File: config.mk
export PLATFORM = sky130hd
export DESIGN_NAME = multi_phase_auto_ctrl
export DESIGN_NICKNAME = d
export VERILOG_FILES = /design/src/rtl/multi_phase_auto_ctrl.sv
export SDC_FILE = /design/constraint.sdc
export NUM_CORES = 1
export LEC_CHECK = 0
export ABC_CLOCK_PERIOD_IN_PS = 7700
export CORE_AREA = 2 2 76 78
export CTS_BUF_LIST = sky130_fd_sc_hd__clkbuf_4
export CTS_CLUSTER_DIAMETER = 40
export CTS_CLUSTER_SIZE = 30
export DETAILED_ROUTE_END_ITERATION = 7
export DIE_AREA = 0 0 78 80
export DONT_BUFFER_PORTS = 1
export SYNTH_ARGS = -nofsm -noshare
export SYNTH_HDL_FRONTEND = slang
export SYNTH_SLANG_ARGS = --single-unit
File: constraint.sdc
create_clock -name clk -period 7.7 [get_ports clk]
set_clock_uncertainty 0.05 [all_clocks]
set_input_delay 1.155 -clock clk [delete_from_list [all_inputs] [get_ports clk]]
set_output_delay 1.155 -clock clk [all_outputs]
set_load 0.05 [all_outputs]
File: src/rtl/multi_phase_auto_ctrl.sv
`default_nettype none
// ============================================================================
// Module   : multi_phase_auto_ctrl
// Brief    : N-phase signal sequencer (GREEN -> YELLOW -> optional all-red
//            CLEAR) with tick time-base, demand skipping and rest-in-green.
// Revision : 1.0 - initial release
// ============================================================================
module multi_phase_auto_ctrl #(
    parameter int NUM_PHASES = 4,
    parameter int TIME_W     = 7,
    parameter int PH_W       = 3
) (
    input  logic                    clk,
    input  logic                    reset,
    input  logic                    enable,
    input  logic                    tick,
    input  logic [TIME_W-1:0]       green_time,
    input  logic [TIME_W-1:0]       yellow_time,
    input  logic [TIME_W-1:0]       clear_time,
    input  logic                    skip_en,
    input  logic [NUM_PHASES-1:0]   demand,
    output logic [2*NUM_PHASES-1:0] lights,
    output logic [PH_W-1:0]         phase,
    output logic [1:0]              stage,
    output logic [TIME_W-1:0]       time_left,
    output logic                    phase_done
);

    typedef enum logic [1:0] {
        ST_IDLE   = 2'd0,
        ST_GREEN  = 2'd1,
        ST_YELLOW = 2'd2,
        ST_CLEAR  = 2'd3
    } state_t;

    state_t                    r_state;
    logic [PH_W-1:0]           r_phase;
    logic [TIME_W-1:0]         r_time_left;
    logic [2*NUM_PHASES-1:0]   r_lights;
    logic                      r_phase_done;

    logic [TIME_W-1:0]         w_green_ld;
    logic [TIME_W-1:0]         w_yellow_ld;
    logic [PH_W-1:0]           w_inc_phase;
    logic [PH_W-1:0]           w_next_phase;
    logic [NUM_PHASES-1:0]     w_cur_onehot;
    logic                      w_rest;
    int                        w_dist;
    int                        w_best;

    assign w_green_ld   = (green_time  == '0) ? TIME_W'(1) : green_time;
    assign w_yellow_ld  = (yellow_time == '0) ? TIME_W'(1) : yellow_time;
    assign w_inc_phase  = (r_phase == PH_W'(NUM_PHASES - 1)) ? '0 : r_phase + PH_W'(1);
    assign w_cur_onehot = NUM_PHASES'(1) << r_phase;
    assign w_rest       = skip_en && ((demand & ~w_cur_onehot) == '0);

    // Demand search: distance from the current phase, with the current phase
    // itself ranked last (distance NUM_PHASES); nearest requester wins.
    always_comb begin
        w_next_phase = w_inc_phase;
        w_best       = NUM_PHASES + 1;
        w_dist       = 0;
        for (int j = 0; j < NUM_PHASES; j++) begin
            w_dist = (j + NUM_PHASES - int'(r_phase)) % NUM_PHASES;
            if (w_dist == 0) begin
                w_dist = NUM_PHASES;
            end
            if (skip_en && demand[j] && (w_dist < w_best)) begin
                w_best       = w_dist;
                w_next_phase = PH_W'(j);
            end
        end
    end

    function automatic logic [2*NUM_PHASES-1:0] f_lights(input state_t st,
                                                         input logic [PH_W-1:0] ph);
        f_lights = '0;
        for (int i = 0; i < NUM_PHASES; i++) begin
            if (PH_W'(i) == ph) begin
                if (st == ST_GREEN) begin
                    f_lights[2*i +: 2] = 2'b10;
                end else if (st == ST_YELLOW) begin
                    f_lights[2*i +: 2] = 2'b01;
                end
            end
        end
    endfunction

    always_ff @(posedge clk) begin
        if (reset) begin
            r_state      <= ST_IDLE;
            r_phase      <= '0;
            r_time_left  <= '0;
            r_lights     <= '0;
            r_phase_done <= 1'b0;
        end else if (!enable) begin
            r_state      <= ST_IDLE;
            r_time_left  <= '0;
            r_lights     <= '0;
            r_phase_done <= 1'b0;
        end else begin
            r_phase_done <= 1'b0;
            case (r_state)
                ST_IDLE: begin
                    // A tick coinciding with start-up is deliberately not counted.
                    r_state     <= ST_GREEN;
                    r_phase     <= '0;
                    r_time_left <= w_green_ld;
                    r_lights    <= f_lights(ST_GREEN, '0);
                end
                default: begin
                    if (tick) begin
                        if (r_time_left > TIME_W'(1)) begin
                            r_time_left <= r_time_left - TIME_W'(1);
                        end else begin
                            case (r_state)
                                ST_GREEN: begin
                                    if (w_rest) begin
                                        r_time_left <= w_green_ld;
                                    end else begin
                                        r_state     <= ST_YELLOW;
                                        r_time_left <= w_yellow_ld;
                                        r_lights    <= f_lights(ST_YELLOW, r_phase);
                                    end
                                end
                                ST_YELLOW: begin
                                    r_phase_done <= 1'b1;
                                    if (clear_time != '0) begin
                                        r_state     <= ST_CLEAR;
                                        r_time_left <= clear_time;
                                        r_lights    <= '0;
                                    end else begin
                                        r_state     <= ST_GREEN;
                                        r_phase     <= w_next_phase;
                                        r_time_left <= w_green_ld;
                                        r_lights    <= f_lights(ST_GREEN, w_next_phase);
                                    end
                                end
                                default: begin
                                    r_state     <= ST_GREEN;
                                    r_phase     <= w_next_phase;
                                    r_time_left <= w_green_ld;
                                    r_lights    <= f_lights(ST_GREEN, w_next_phase);
                                end
                            endcase
                        end
                    end
                end
            endcase
        end
    end

    assign lights     = r_lights;
    assign phase      = r_phase;
    assign stage      = r_state;
    assign time_left  = r_time_left;
    assign phase_done = r_phase_done;

endmodule
`default_nettype wire

Word level (Yosys, flattened, before mapping)
Cells that the tools add are included.
W data, S select, Z words.
{"block": "classes", "n_addsub": 6, "order_cmp": 5, "eq_ne": 14, "shift": 1, "mux": 46, "n_bitwise": 9, "n_reduce_logical": 31}
{"operator": "$mux W32", "count": 7}
{"operator": "$logic_not A32 Y1", "count": 4}
{"operator": "$lt A32 B32 Y1", "count": 3}
{"operator": "$mux W7", "count": 7}
{"operator": "$lt A32 B4 Y1 const B", "count": 1}
{"operator": "$mux W3", "count": 9}
{"operator": "$mux W2", "count": 9}
{"operator": "$mux W8", "count": 2}
{"operator": "$pmux W8 S2", "count": 1}
{"operator": "$sub A3 B3 Y4 const A", "count": 4}
{"operator": "$logic_not A7 Y1", "count": 2}
{"operator": "$pmux W7 S2", "count": 1}
{"operator": "$eq A2 B3 Y1 const A", "count": 4}
{"operator": "$reduce_or A2 Y1", "count": 5}
{"operator": "$logic_and A1 B1 Y1", "count": 9}
{"operator": "$mux W1", "count": 8}
{"operator": "$gt A7 B1 Y1 const B", "count": 1}
{"operator": "$reduce_bool A7 Y1", "count": 1}
{"operator": "$sub A7 B1 Y7 const B", "count": 1}
{"operator": "$eq A1 B3 Y1 const A", "count": 2}
{"operator": "$logic_not A3 Y1", "count": 2}
{"operator": "$ne A3 B2 Y1 const B", "count": 2}
{"operator": "$pmux W3 S2", "count": 1}
{"operator": "$reduce_and A3 Y1", "count": 2}
{"operator": "other kinds (18)", "count": 24}
{"block": "word_totals", "regBits": 21, "input_bits": 30, "out_inout_bits": 21, "elab_cells": 119}

Depth between registers and ports, before layout
Gate-level depths: netlist (run 1).
{"block": "logic_depth", "ltp_word": 24, "mapped_depth": 27, "mapped_depth_nobuf": 25}

Least setup slack after synthesis (run 1)
Ideal clock, no wire load.
{"block": "synth_timing", "path_kind": "input port to flip-flop", "from": "input skip_en", "to": "register r_lights[1] (netlist: lights[1])", "setup_ps": 96, "arrival_ps": 5582, "t_required_ps": 7554, "path_slack_ps": 1973, "stages": 24, "path_buffers": 2, "path_cell_list": "buf_6 > nand2_1 > nor3_1 > inv_1 > ha_1 > nand2_1 > nand3_1 > or2_1 > buf_2 > mux2i_1 > ha_1 > or3b_1 > o21ai_1 > nand3_1 > a21oi_4 > mux2_2 > ha_1 > nand2_1 > nor3_1 > nand2_1 > a32o_1 > a22oi_1 > nor2_2 > o41ai_2"}
{"block": "synth_via", "elab_chain_cells": 19, "word_cells_on_any_way": 28, "classes_between": "order compare: 3; eq/ne: 1; mux: 13; reduce/logical: 11"}
{"item": "from (decl)", "line": "20", "text": "input logic skip_en,"}
{"item": "$logic_and A1 B1 Y1 (2 in a row)", "line": "68", "text": "if (skip_en && demand[j] && (w_dist < w_best)) begin"}
{"item": "$mux W32", "line": "68"}
{"item": "$lt A32 B32 Y1", "line": "68"}
{"item": "$logic_and A1 B1 Y1", "line": "68"}
{"item": "$mux W32", "line": "68"}
{"item": "$lt A32 B32 Y1", "line": "68"}
{"item": "$logic_and A1 B1 Y1", "line": "68"}
{"item": "$mux W32", "line": "68"}
{"item": "(+2 left out)"}
{"item": "$mux W3", "line": "68"}
{"item": "$logic_not A3 Y1", "line": "79", "text": "if (PH_W'(i) == ph) begin"}
{"item": "$mux W2", "line": "79"}
{"item": "$mux W8", "line": "128", "text": "if (clear_time != '0) begin"}
{"item": "$pmux W8 S2", "line": "116", "text": "case (r_state)"}
{"item": "$mux W2", "line": "113", "text": "if (r_time_left > TIME_W'(1)) begin"}
{"item": "$mux W2", "line": "112", "text": "if (tick) begin"}
{"item": "$mux W2", "line": "103", "text": "case (r_state)"}
{"item": "to (signal assigned)", "line": "109", "text": "r_lights <= f_lights(ST_GREEN, '0);"}
{"item": "to (signal assigned)", "line": "123", "text": "r_lights <= f_lights(ST_YELLOW, r_phase);"}
{"item": "to (signal assigned)", "line": "136", "text": "r_lights <= f_lights(ST_GREEN, w_next_phase);"}
{"item": "to (decl)", "line": "39", "text": "logic [2*NUM_PHASES-1:0] r_lights;"}
Parallel ways exist; a longest one is shown, timed or not. The select of a mux whose other input is x is not followed.
A chain may end at the register's enable or synchronous reset.

Worst setup path in the final report (run 1)
{"block": "layout_timing", "from": "register r_phase[0] (netlist: phase[0])", "to": "register r_lights[1] (netlist: lights[1])"}
{"block": "layout_via", "elab_chain_cells": 24, "word_cells_on_any_way": 52, "classes_between": "add/sub: 5; order compare: 4; eq/ne: 2; shift: 1; mux: 18; bitwise: 6; reduce/logical: 16"}
{"item": "from (decl)", "line": "37", "text": "logic [PH_W-1:0] r_phase;"}
{"item": "from (signal assigned)", "line": "134", "text": "r_phase <= w_next_phase;"}
{"item": "from (signal assigned)", "line": "141", "text": "r_phase <= w_next_phase;"}
{"item": "$sub A3 B3 Y4", "line": "64", "text": "w_dist = (j + NUM_PHASES - int'(r_phase)) % NUM_PHASES;"}
{"item": "$reduce_or A2 Y1 (no line)"}
{"item": "$and A1 B1 Y1 (no line)"}
{"item": "$logic_not A32 Y1", "line": "65", "text": "if (w_dist == 0) begin"}
{"item": "$mux W32", "line": "65"}
{"item": "$lt A32 B4 Y1", "line": "68"}
{"item": "$logic_and A1 B1 Y1", "line": "68"}
{"item": "$mux W32", "line": "68"}
{"item": "(+8 left out)"}
{"item": "$mux W3", "line": "68"}
{"item": "$logic_not A3 Y1", "line": "79"}
{"item": "$mux W2", "line": "79"}
{"item": "$mux W8", "line": "128"}
{"item": "$pmux W8 S2", "line": "116"}
{"item": "$mux W2", "line": "113"}
{"item": "$mux W2", "line": "112"}
{"item": "$mux W2", "line": "103"}
Parallel ways exist; a longest one is shown, timed or not. The select of a mux whose other input is x is not followed.

==> results of run 1 <==
registers in the layout (all words and copies together), names as in the netlist:
signal and cells:
stage 2, time_left 7, lights 8, phase_done 1, phase 3
cell type report:
| cell class | instances | share of cell area [%] |
|---|---|---|
| clock buffer | 3 | 1.03 |
| clock inverter | 1 | 0.229 |
| inverter | 17 | 2.92 |
| multi-input combinational | 230 | 72.5 |
| sequential | 21 | 19.2 |
| tap | 72 | 4.12 |
cells in the mapped netlist (3+ instances only):
library cell / number
nand2_1: 35
dfxtp_1: 21
ha_1: 20
a21oi_1: 18
nand3_1: 18
inv_1: 16
nor2_1: 15
o21ai_0: 14
nor3_1: 9
a21o_1: 7
nand2b_1: 7
a31oi_1: 6
nor2b_1: 6
and2_1: 4
clkbuf_1: 4
a221oi_1: 3
a22o_1: 3
a32o_1: 3
nor3b_1: 3
o21a_1: 3
o31ai_1: 3
per-layer routing:
layer / GRT usage (%) / part of all wire, % / up-vias / wire, um
li1: - / - / 1019 / -
met1: 24.7 / 44 / 966 / 2520
met2: 31.6 / 48 / 68 / 2790
met3: 3.85 / 7.1 / 6 / 409
met4: 4.91 / 0.75 / 0 / 43
met5: 0 / 0 / - / 0
kinds of logic (layout without fill, tap and decap cells):
group / after synthesis / after routing
simple gates: 120 / 120
compound gates: 86 / 86
buf+inv: 27 / 21
flops: 21 / 21
fa+ha+maj: 20 / 20
mux: 3 / 3
xor+xnor: 1 / 1
stage by stage:
step / power (mW) / hold slack [ps]
finish: 0.261 / 660
global route: 0.279 / 694
CTS: 0.264 / 662
detailed placement: 0.208 / 648
global placement: 0.207 / 647
floorplan: 0.195 / 622
worst reg2reg max path, stage by stage (launching register included):
cell,delay [ps]
dfxtp_1,960
inv_1,250
ha_1,300
nor3_1,250
inv_1,100
ha_1,330
nand2_1,110
nand3_1,120
or2_1,390
mux2i_1,170
ha_1,300
or3b_1,370
o21ai_1,190
nand3_1,140
a21oi_4,260
mux2_2,370
ha_1,330
nand2_1,80
nor3_1,130
nand2_1,80
a32o_1,270
a22oi_1,210
nor2_2,130
o41ai_2,340
path summary, 6_finish.rpt:
path / start / end / slack, ps / cells after the start
worst max-delay path: phase[0] / lights[1] / 1400 / 23
worst min-delay path: lights[0] / lights[0] / 660 / 2
worst max register to register: phase[0] / lights[1] / 1400 / 23
worst min register to register: lights[0] / lights[0] / 660 / 2
power breakdown:
part	total (mW)	switching, mW	internal (mW)	leakage [nW]
combinational	0.0769	0.0464	0.0305	0.647
clock	0.0552	0.0358	0.0194	0.0177
sequential	0.129	0.0174	0.112	0.171
total	0.261	0.0996	0.162	0.835
==> flow_summary.toml, run 1 <==
[run_status]
status = "finished clean"

[detailed_routing]
wirelength_mm = 5.76
wl_per_cell_um = 16.8
drc = 0
drtPass1Iterations = 4
drtIter0Drc = 77
drtAntennaViolNets = 0
vias_per_cell = 5.99
vias = 2059

[floorplanning]
die-area_um2 = 6240
die_h_um = 80
core_um2 = 5410
rows = 27
die_w_um = 78
initial_core_util_pct = 39.3
io_pins = 51

[run]
maxCapViolations = 0

[cells_and_area]
final_common_cell = "nand2_1"
syn2layout_area_growth_pct = 2.89
fillerInstances = 586
multi_input_area_um2 = 1580
fin_area_um2 = 2180
seq_area_um2 = 420
layout.cells.most_common_list = "35 x nand2_1, 21 x dfxtp_1, 20 x ha_1"
drive_gt1_share_pct = 8.46
fin_nets = 323
finalNonFillerCells = 344
fin_util_pct = 40.4
antenna_cells = 0

[setup_path]
crit_slowest_cell = "dfxtp_1"
worstPathMaxFanout = 15
cpPeakStageDelay_ps = 960
crit_top_cell = "ha_1"
start_kind = "flop"
crit_arrival_ps = 6480
crit_chain = "inv_1 -> ha_1 -> nor3_1 -> inv_1 -> ha_1 -> nand2_1 -> nand3_1 -> or2_1 -> mux2i_1 -> ha_1 -> or3b_1 -> o21ai_1 -> nand3_1 -> a21oi_4 -> mux2_2 -> ha_1 -> nand2_1 -> nor3_1 -> nand2_1 -> a32o_1 -> a22oi_1 -> nor2_2 -> o41ai_2"
critical_path.top_delay_family = "simple AND/OR/NAND/NOR gates"
end_kind = "flop"
crit_type = "reg -> reg"
cp.required_ps = 7870
path_buf_inv = 2

[pwr]
p_per_area_nw_per_um2 = 120
peakVddDrop_uv = 47.2
leakagePower_nw = 0.835

[grt]
antenna_found_initial = 0
track_usage_pct = 18.9
grt_max_degree = 22
first_global_vias = 1940
grt.overflow.total = 0
grt_pass1_wl_mm = 9.49

[clocking]
cts_buffers = 3
clock_latency_ps = 310
cts-resized-gates = 0
post_cts_buffers = 0
cts.sink_count = 21
clk_pin_slew_ps = 130
ctsRootBufferMaster = "clkbuf_4"
hold_buffers = 0
h-tree-depth = 1
max-clock-path-buffers = 2
cts_tree = "built"

[timing]
setup_tns_ps = 0
period_needed_ps = 6300
fmax_ghz = 0.159
slew_violations = 0
setup_viol = 0
slew_headroom_pct = 37.1
tightest_slew_ps = 942
min_period_over_period_pct = 81.9
rsz0062_at_grt = "false"
hold_violations = 0
layout_setup_ws_ps = 1400

[logic_synthesis]
synthesis.area_um2 = 2120
synth-xor-area-share_pct = 0.412
synthAdderAreaFrac_pct = 11.8
synth_cell_types = 68
async_flop_share_pct = 0
ys_seq_area_share_pct = 19.8
synth_edf_count = 0
synth_top_family_by_area = "simple AND/OR/NAND/NOR gates"
synth-seq-cells = 21
yosys_warnings = 0
yosys.area_share.simple_pct = 30.9
synth_compound_area_share_pct = 29.9
synthTopCellsByArea = "dfxtp_1 20%, ha_1 12%, nand2_1 6.2%"
postSynthCellCount = 278
synth_top_area_share_pct = 19.8
ys.flop_type = "dfxtp_1"
synth_top_area_cell = "dfxtp_1"
syn-num-nets = 328
synth_area_per_cell_um2 = 7.64
synthMuxAreaShare_pct = 1.47

[placed_design]
hpwl_mm = 4.59
post_dp_cell_area_um2 = 2160
pre_cts_ws_ps = 1450
portBuffers = 0
place.gp.congestion = 0.873
dp.cells = 340

[min_path]
hold_class = "reg -> reg"
(Power assumes the default switching activity.)
==> inputs of run 2 (changes only) <==
--- a/config.mk
+++ b/config.mk
@@ -5,7 +5,7 @@
 export SDC_FILE = /design/constraint.sdc
 export NUM_CORES = 1
 export LEC_CHECK = 0
-export ABC_CLOCK_PERIOD_IN_PS = 7700
+export ABC_CLOCK_PERIOD_IN_PS = 6000
 export CORE_AREA = 2 2 76 78
 export CTS_BUF_LIST = sky130_fd_sc_hd__clkbuf_4
 export CTS_CLUSTER_DIAMETER = 40
==> constraint.sdc (replaced) <==
create_clock -name clk -period 6 [get_ports clk]
set_clock_uncertainty 0.05 [all_clocks]
set_input_delay 0.9 -clock clk [delete_from_list [all_inputs] [get_ports clk]]
set_output_delay 0.9 -clock clk [all_outputs]
set_load 0.05 [all_outputs]
==> run 2 against run 1 <==
Effect of this change: non-clock buffer count up 4; first-iteration DRC count up 35%; critical path depth up 1; hold slack worse by 190 ps; routed wire length up 1.7%; power up 32%; combinational power up 35%; final cell count up 1.2%; fmax up 15%; sequential power up 27%.
==> flow_summary.toml, run 2 (synthesis results as in run 1) <==
[setup_path]
r2r-end = "lights[1]"
worstPathMaxFanout = 11
crit_arrival_ps = 5690
crit_end = "lights[1]"
end_kind = "flop"
start_kind = "flop"
crit_type = "reg -> reg"
r2r-start = "phase[0]"
r2r_slack_ps = 510
cp-startpoint = "phase[0]"
cp.required_ps = 6210
reg2reg_depth = 24

[detailed_routing]
drtIter0Drc = 104
drtPass1Iterations = 4
drtAntennaViolNets = 0
vias = 2091
drc = 0
wl_per_cell_um = 16.8
vias_per_cell = 6.01
wirelength_mm = 5.86

[placed_design]
hpwl_mm = 4.68
portBuffers = 0
place.gp.congestion = 0.933

[pwr]
leakagePower_nw = 0.861
power_switching_mw = 0.134
p_per_area_nw_per_um2 = 155
swShare_pct = 39.0
p_comb_share_pct = 30.3
p_clk_share_pct = 22.2
peakVddDrop_uv = 54.4
seqPwrFrac_pct = 47.5
cellInternalPower_mw = 0.210

[grt]
grt_max_degree = 22
grt_use_met1_pct = 24.9
track_usage_pct = 19.3
antenna_found_initial = 0
first_global_vias = 1979
grt_pass1_wl_mm = 9.77
grt_use_met3_pct = 2.94
grt.busiest_layer = "met2"
grt_use_met2_pct = 33.5
grt.overflow.total = 0

[run]
maxCapViolations = 0

[floorplanning]
rows = 27
initial_core_util_pct = 39.3
die_h_um = 80
die-area_um2 = 6240
core_um2 = 5410
io_pins = 51
die_w_um = 78

[timing]
fmax_ghz = 0.182
slew_violations = 0
rsz0062_at_grt = "false"
slew_headroom_pct = 50.3
min_period_over_period_pct = 91.4
tightest_slew_ps = 745
setup_viol = 0
hold_violations = 0
setup_tns_ps = 0
period_needed_ps = 5490

[clocking]
clock_latency_ps = 330
max-clock-path-buffers = 2
cts.sink_count = 21
cts_buffers = 3
ctsRootBufferMaster = "clkbuf_4"
cts_tree = "built"
h-tree-depth = 1
clk_pin_slew_ps = 150

[cells_and_area]
final_common_cell = "nand2_1"
syn2layout_area_growth_pct = 4.95
fin_util_pct = 41.2
fin_nets = 327
drive_gt1_share_pct = 10.1
antenna_cells = 0
layout.cells.most_common_list = "35 x nand2_1, 20 x ha_1, 20 x dfxtp_1"
largest_reg_flops = 8
seq_area_um2 = 422
multi_input_area_um2 = 1580
fillerInstances = 553

[min_path]
hp-start = "phase[2]"
hold_class = "reg -> reg"

[run_status]
status = "finished clean"
-- run 2: cell types whose count changed in the layout (fill, tap and decap cells not counted), sizes merged --
cell  change
buf       +4
-- run 2: worst min path at each step --
stage                     end  slack, ps  cells after the start
floorplan           lights[0]        620                      2
global placement     phase[2]        450                      2
detailed placement   phase[2]        450                      2
CTS                  phase[2]        460                      2
global route         phase[2]        510                      2
finish               phase[2]        470                      2
-- run 2: worst max-delay path: stages, from the launching register on --
cell and delay, ps:
dfxtp_2 440, inv_1 120, ha_1 250, nor3_1 250, inv_1 110, ha_1 330, nand2_1 110, nand3_1 120
or2_1 370, nand2_1 110, o21ai_0 130, ha_1 210, or3b_1 390, o21ai_1 210, nand3_1 150, a21oi_4 180
mux2_2 360, ha_1 330, nand2_1 90, nor3_1 140, nand2_1 70, a32o_1 250, a22oi_1 220, nor2_2 130
o41ai_2 310
-- run 2: what timing repair did --
action,in CTS,in global routing
buffers inserted,0,1
gates resized for setup,0,1
hold buffers,0,0
endpoints found under the setup margin,0,7
-- run 2: metrics by stage --
stage	total power, mW	cells	setup WS, ps	cell area (um^2)	hold slack (ps)
after global routing	0.365	348	27.5	2230	512
final	0.344	348	513	2230	467
after CTS	0.342	347	316	2210	464
after floorplan	0.250	278	342	2120	622
after detailed placement	0.268	343	193	2180	447
after global placement	0.268	343	360	2180	450
-- run 2: power by group through the flow --
stage,Clock [mW],Sequential [mW],Combinational (mW)
floorplan,0,0.166,0.0842
global placement,0,0.167,0.101
detailed placement,0,0.167,0.101
CTS,0.0767,0.164,0.102
global route,0.0827,0.165,0.118
finish,0.0766,0.164,0.104
-- run 2: final cells by class --
cell class | instances | area share, %
clock buffer | 3 | 1.01
clock inverter | 1 | 0.225
inverter | 17 | 2.86
multi-input combinational | 230 | 71.0
sequential | 21 | 18.9
tap | 72 | 4.04
timing repair buffer | 4 | 1.91
-- run 2: per-layer routing --
layer  routed length, um  up-vias
li1                    -     1027
met1                2650      993
met2                2760       67
met3                 400        4
met4                  50        0
met5                   0        -
==> inputs of run 3 (changes only) <==
--- a/config.mk
+++ b/config.mk
@@ -5,7 +5,7 @@
 export SDC_FILE = /design/constraint.sdc
 export NUM_CORES = 1
 export LEC_CHECK = 0
-export ABC_CLOCK_PERIOD_IN_PS = 6000
+export ABC_CLOCK_PERIOD_IN_PS = 4800
 export CORE_AREA = 2 2 76 78
 export CTS_BUF_LIST = sky130_fd_sc_hd__clkbuf_4
 export CTS_CLUSTER_DIAMETER = 40
@@ -16,3 +16,4 @@
 export SYNTH_ARGS = -nofsm -noshare
 export SYNTH_HDL_FRONTEND = slang
 export SYNTH_SLANG_ARGS = --single-unit
+export TNS_END_PERCENT = 100
==> constraint.sdc (replaced) <==
create_clock -name clk -period 4.8 [get_ports clk]
set_clock_uncertainty 0.05 [all_clocks]
set_input_delay 0.72 -clock clk [delete_from_list [all_inputs] [get_ports clk]]
set_output_delay 0.72 -clock clk [all_outputs]
set_load 0.05 [all_outputs]
==> run 3 against run 2 <==
Effect of this change: first-iteration DRC count up 29%; routed wire length grew 8.4%; clock power increased by 20%; utilization rose by 5.8 points; final cell count rose by 5.2%; global-route usage is 1.0 points higher; register-to-register slack worse by 370 ps; critical path depth down 3; critical path type unchanged.
==> flow_summary.toml, run 3 (synthesis results as in run 1) <==
[detailed_routing]
wl_per_cell_um = 17.4
vias_per_cell = 5.89
vias = 2155
drtAntennaViolNets = 0
drtPass1Iterations = 4
wirelength_mm = 6.36
drc = 0
drtIter0Drc = 134

[floorplanning]
initial_core_util_pct = 39.3
die_h_um = 80
io_pins = 51
die-area_um2 = 6240
rows = 27
core_um2 = 5410
die_w_um = 78

[setup_path]
end_kind = "flop"
r2r-start = "phase[1]"
reg2reg_depth = 21
r2r_slack_ps = 140
r2r-end = "phase[2]"
crit_type = "reg -> reg"
cp.required_ps = 4990
worstPathMaxFanout = 7
cp-startpoint = "phase[1]"
start_kind = "flop"
crit_arrival_ps = 4840

[timing]
setup_tns_ps = 0
fmax_ghz = 0.215
slew_headroom_pct = 49.1
slew_violations = 0
layout_setup_ws_ps = 144
setup_viol = 0
min_period_over_period_pct = 97.0
tightest_slew_ps = 762
rsz0062_at_grt = "true"
period_needed_ps = 4660
hold_violations = 0

[run_status]
status = "finished clean"

[clocking]
clock_latency_ps = 310
cts_tree = "built"
cts.sink_count = 21
cts_buffers = 3
ctsRootBufferMaster = "clkbuf_4"
clk_pin_slew_ps = 140
max-clock-path-buffers = 2
h-tree-depth = 1

[cells_and_area]
largest_reg_flops = 8
layout.cells.most_common_list = "32 x nand2_1, 22 x buf_4, 18 x a21oi_1, 18 x dfxtp_1"
fin_nets = 345
fillerInstances = 519
antenna_cells = 0
syn2layout_area_growth_pct = 19.8
drive_gt1_share_pct = 24.5
final_common_cell = "nand2_1"

[min_path]
hp-start = "green_time[3]"
hold_depth = 1
hold_end = "time_left[3]"
hold_class = "in -> reg"

[pwr]
leakagePower_nw = 1.00
power.total_mw = 0.452
p_per_area_nw_per_um2 = 178
peakVddDrop_uv = 88.0

[placed_design]
portBuffers = 0
hpwl_mm = 5.01
pre_cts_ws_ps = -27.4
place.gp.congestion = 0.895

[grt]
grt_use_met3_pct = 3.96
antenna_found_initial = 0
track_usage_pct = 20.3
grt_use_met1_pct = 26.0
grt_pass1_wl_mm = 10.1
grt.busiest_layer = "met2"
grt_max_degree = 22
grt_use_met2_pct = 34.2
first_global_vias = 2071
grt.overflow.total = 0

[run]
maxCapViolations = 0
==> run 3: cell count changes in the layout (fill, tap and decap cells not counted), sizes merged <==
cell	delta
buf	+18
==> run 3: cell type report <==
type	instances	area, um^2	area share [%]
Clock buffer	3	22.5	0.885
Clock inverter	1	5.00	0.197
Inverter	17	71.3	2.80
Multi-Input combinational cell	230	1760	69.2
Sequential cell	21	429	16.9
Tap cell	72	90.1	3.54
Timing Repair Buffer	22	165	6.49
==> run 3: how the worst max path moves through the flow <==
stage	endpoint	slack, ps	cells past startpoint
global route	phase[2]	-80	21
floorplan	lights[7]	-60	23
detailed placement	lights[1]	-30	21
global placement	lights[1]	40	21
CTS	lights[1]	30	21
finish	phase[2]	140	21
==> run 3: power breakdown <==
part	total [mW]	switching (mW)	leakage (nW)	internal [mW]
combinational	0.155	0.0887	0.809	0.0666
clock	0.0922	0.0611	0.0177	0.0311
sequential	0.204	0.0254	0.173	0.179
==> run 3: metrics by stage <==
| stage | cells | utilization [%] | hold WS [ps] | area, um^2 |
|---|---|---|---|---|
| final | 366 | 47.1 | 467 | 2540 |
| after global placement | 356 | 44.0 | 643 | 2380 |
| after detailed placement | 356 | 44.0 | 650 | 2380 |
| after CTS | 360 | 44.5 | 461 | 2400 |
| after global routing | 366 | 47.1 | 468 | 2540 |
| after floorplan | 278 | - | 565 | 2240 |
==> run 3: repair_timing <==
action,4_1_cts,5_1_grt
hold buffers,0,0
setup endpoints to repair,0,7
buffers inserted,0,6
resized for setup,0,21
==> run 3: worst max-delay path, stage by stage, from the launching register on <==
cell and delay [ps]:
dfxtp_4 440, inv_8 60, ha_4 180, nor3b_4 210, ha_1 270, nand2b_1 90, a31oi_2 80, or2_4 280
mux2i_1 130, ha_1 290, or3b_4 400, o2111a_2 300, a21oi_4 160, mux2_4 330, ha_4 290, nand2_4 50
nor3_2 160, nand2_1 60, a32o_2 250, a22oi_2 200, nor2_4 90, o31ai_1 220
==> run 3: routing by layer <==
metal / wire, um / vias to the layer above / share of wire, %
met4: 126 / 0 / 2.0
met5: 0 / - / 0
met2: 3060 / 57 / 48
met3: 357 / 10 / 5.6
met1: 2810 / 1031 / 44
li1: - / 1057 / -
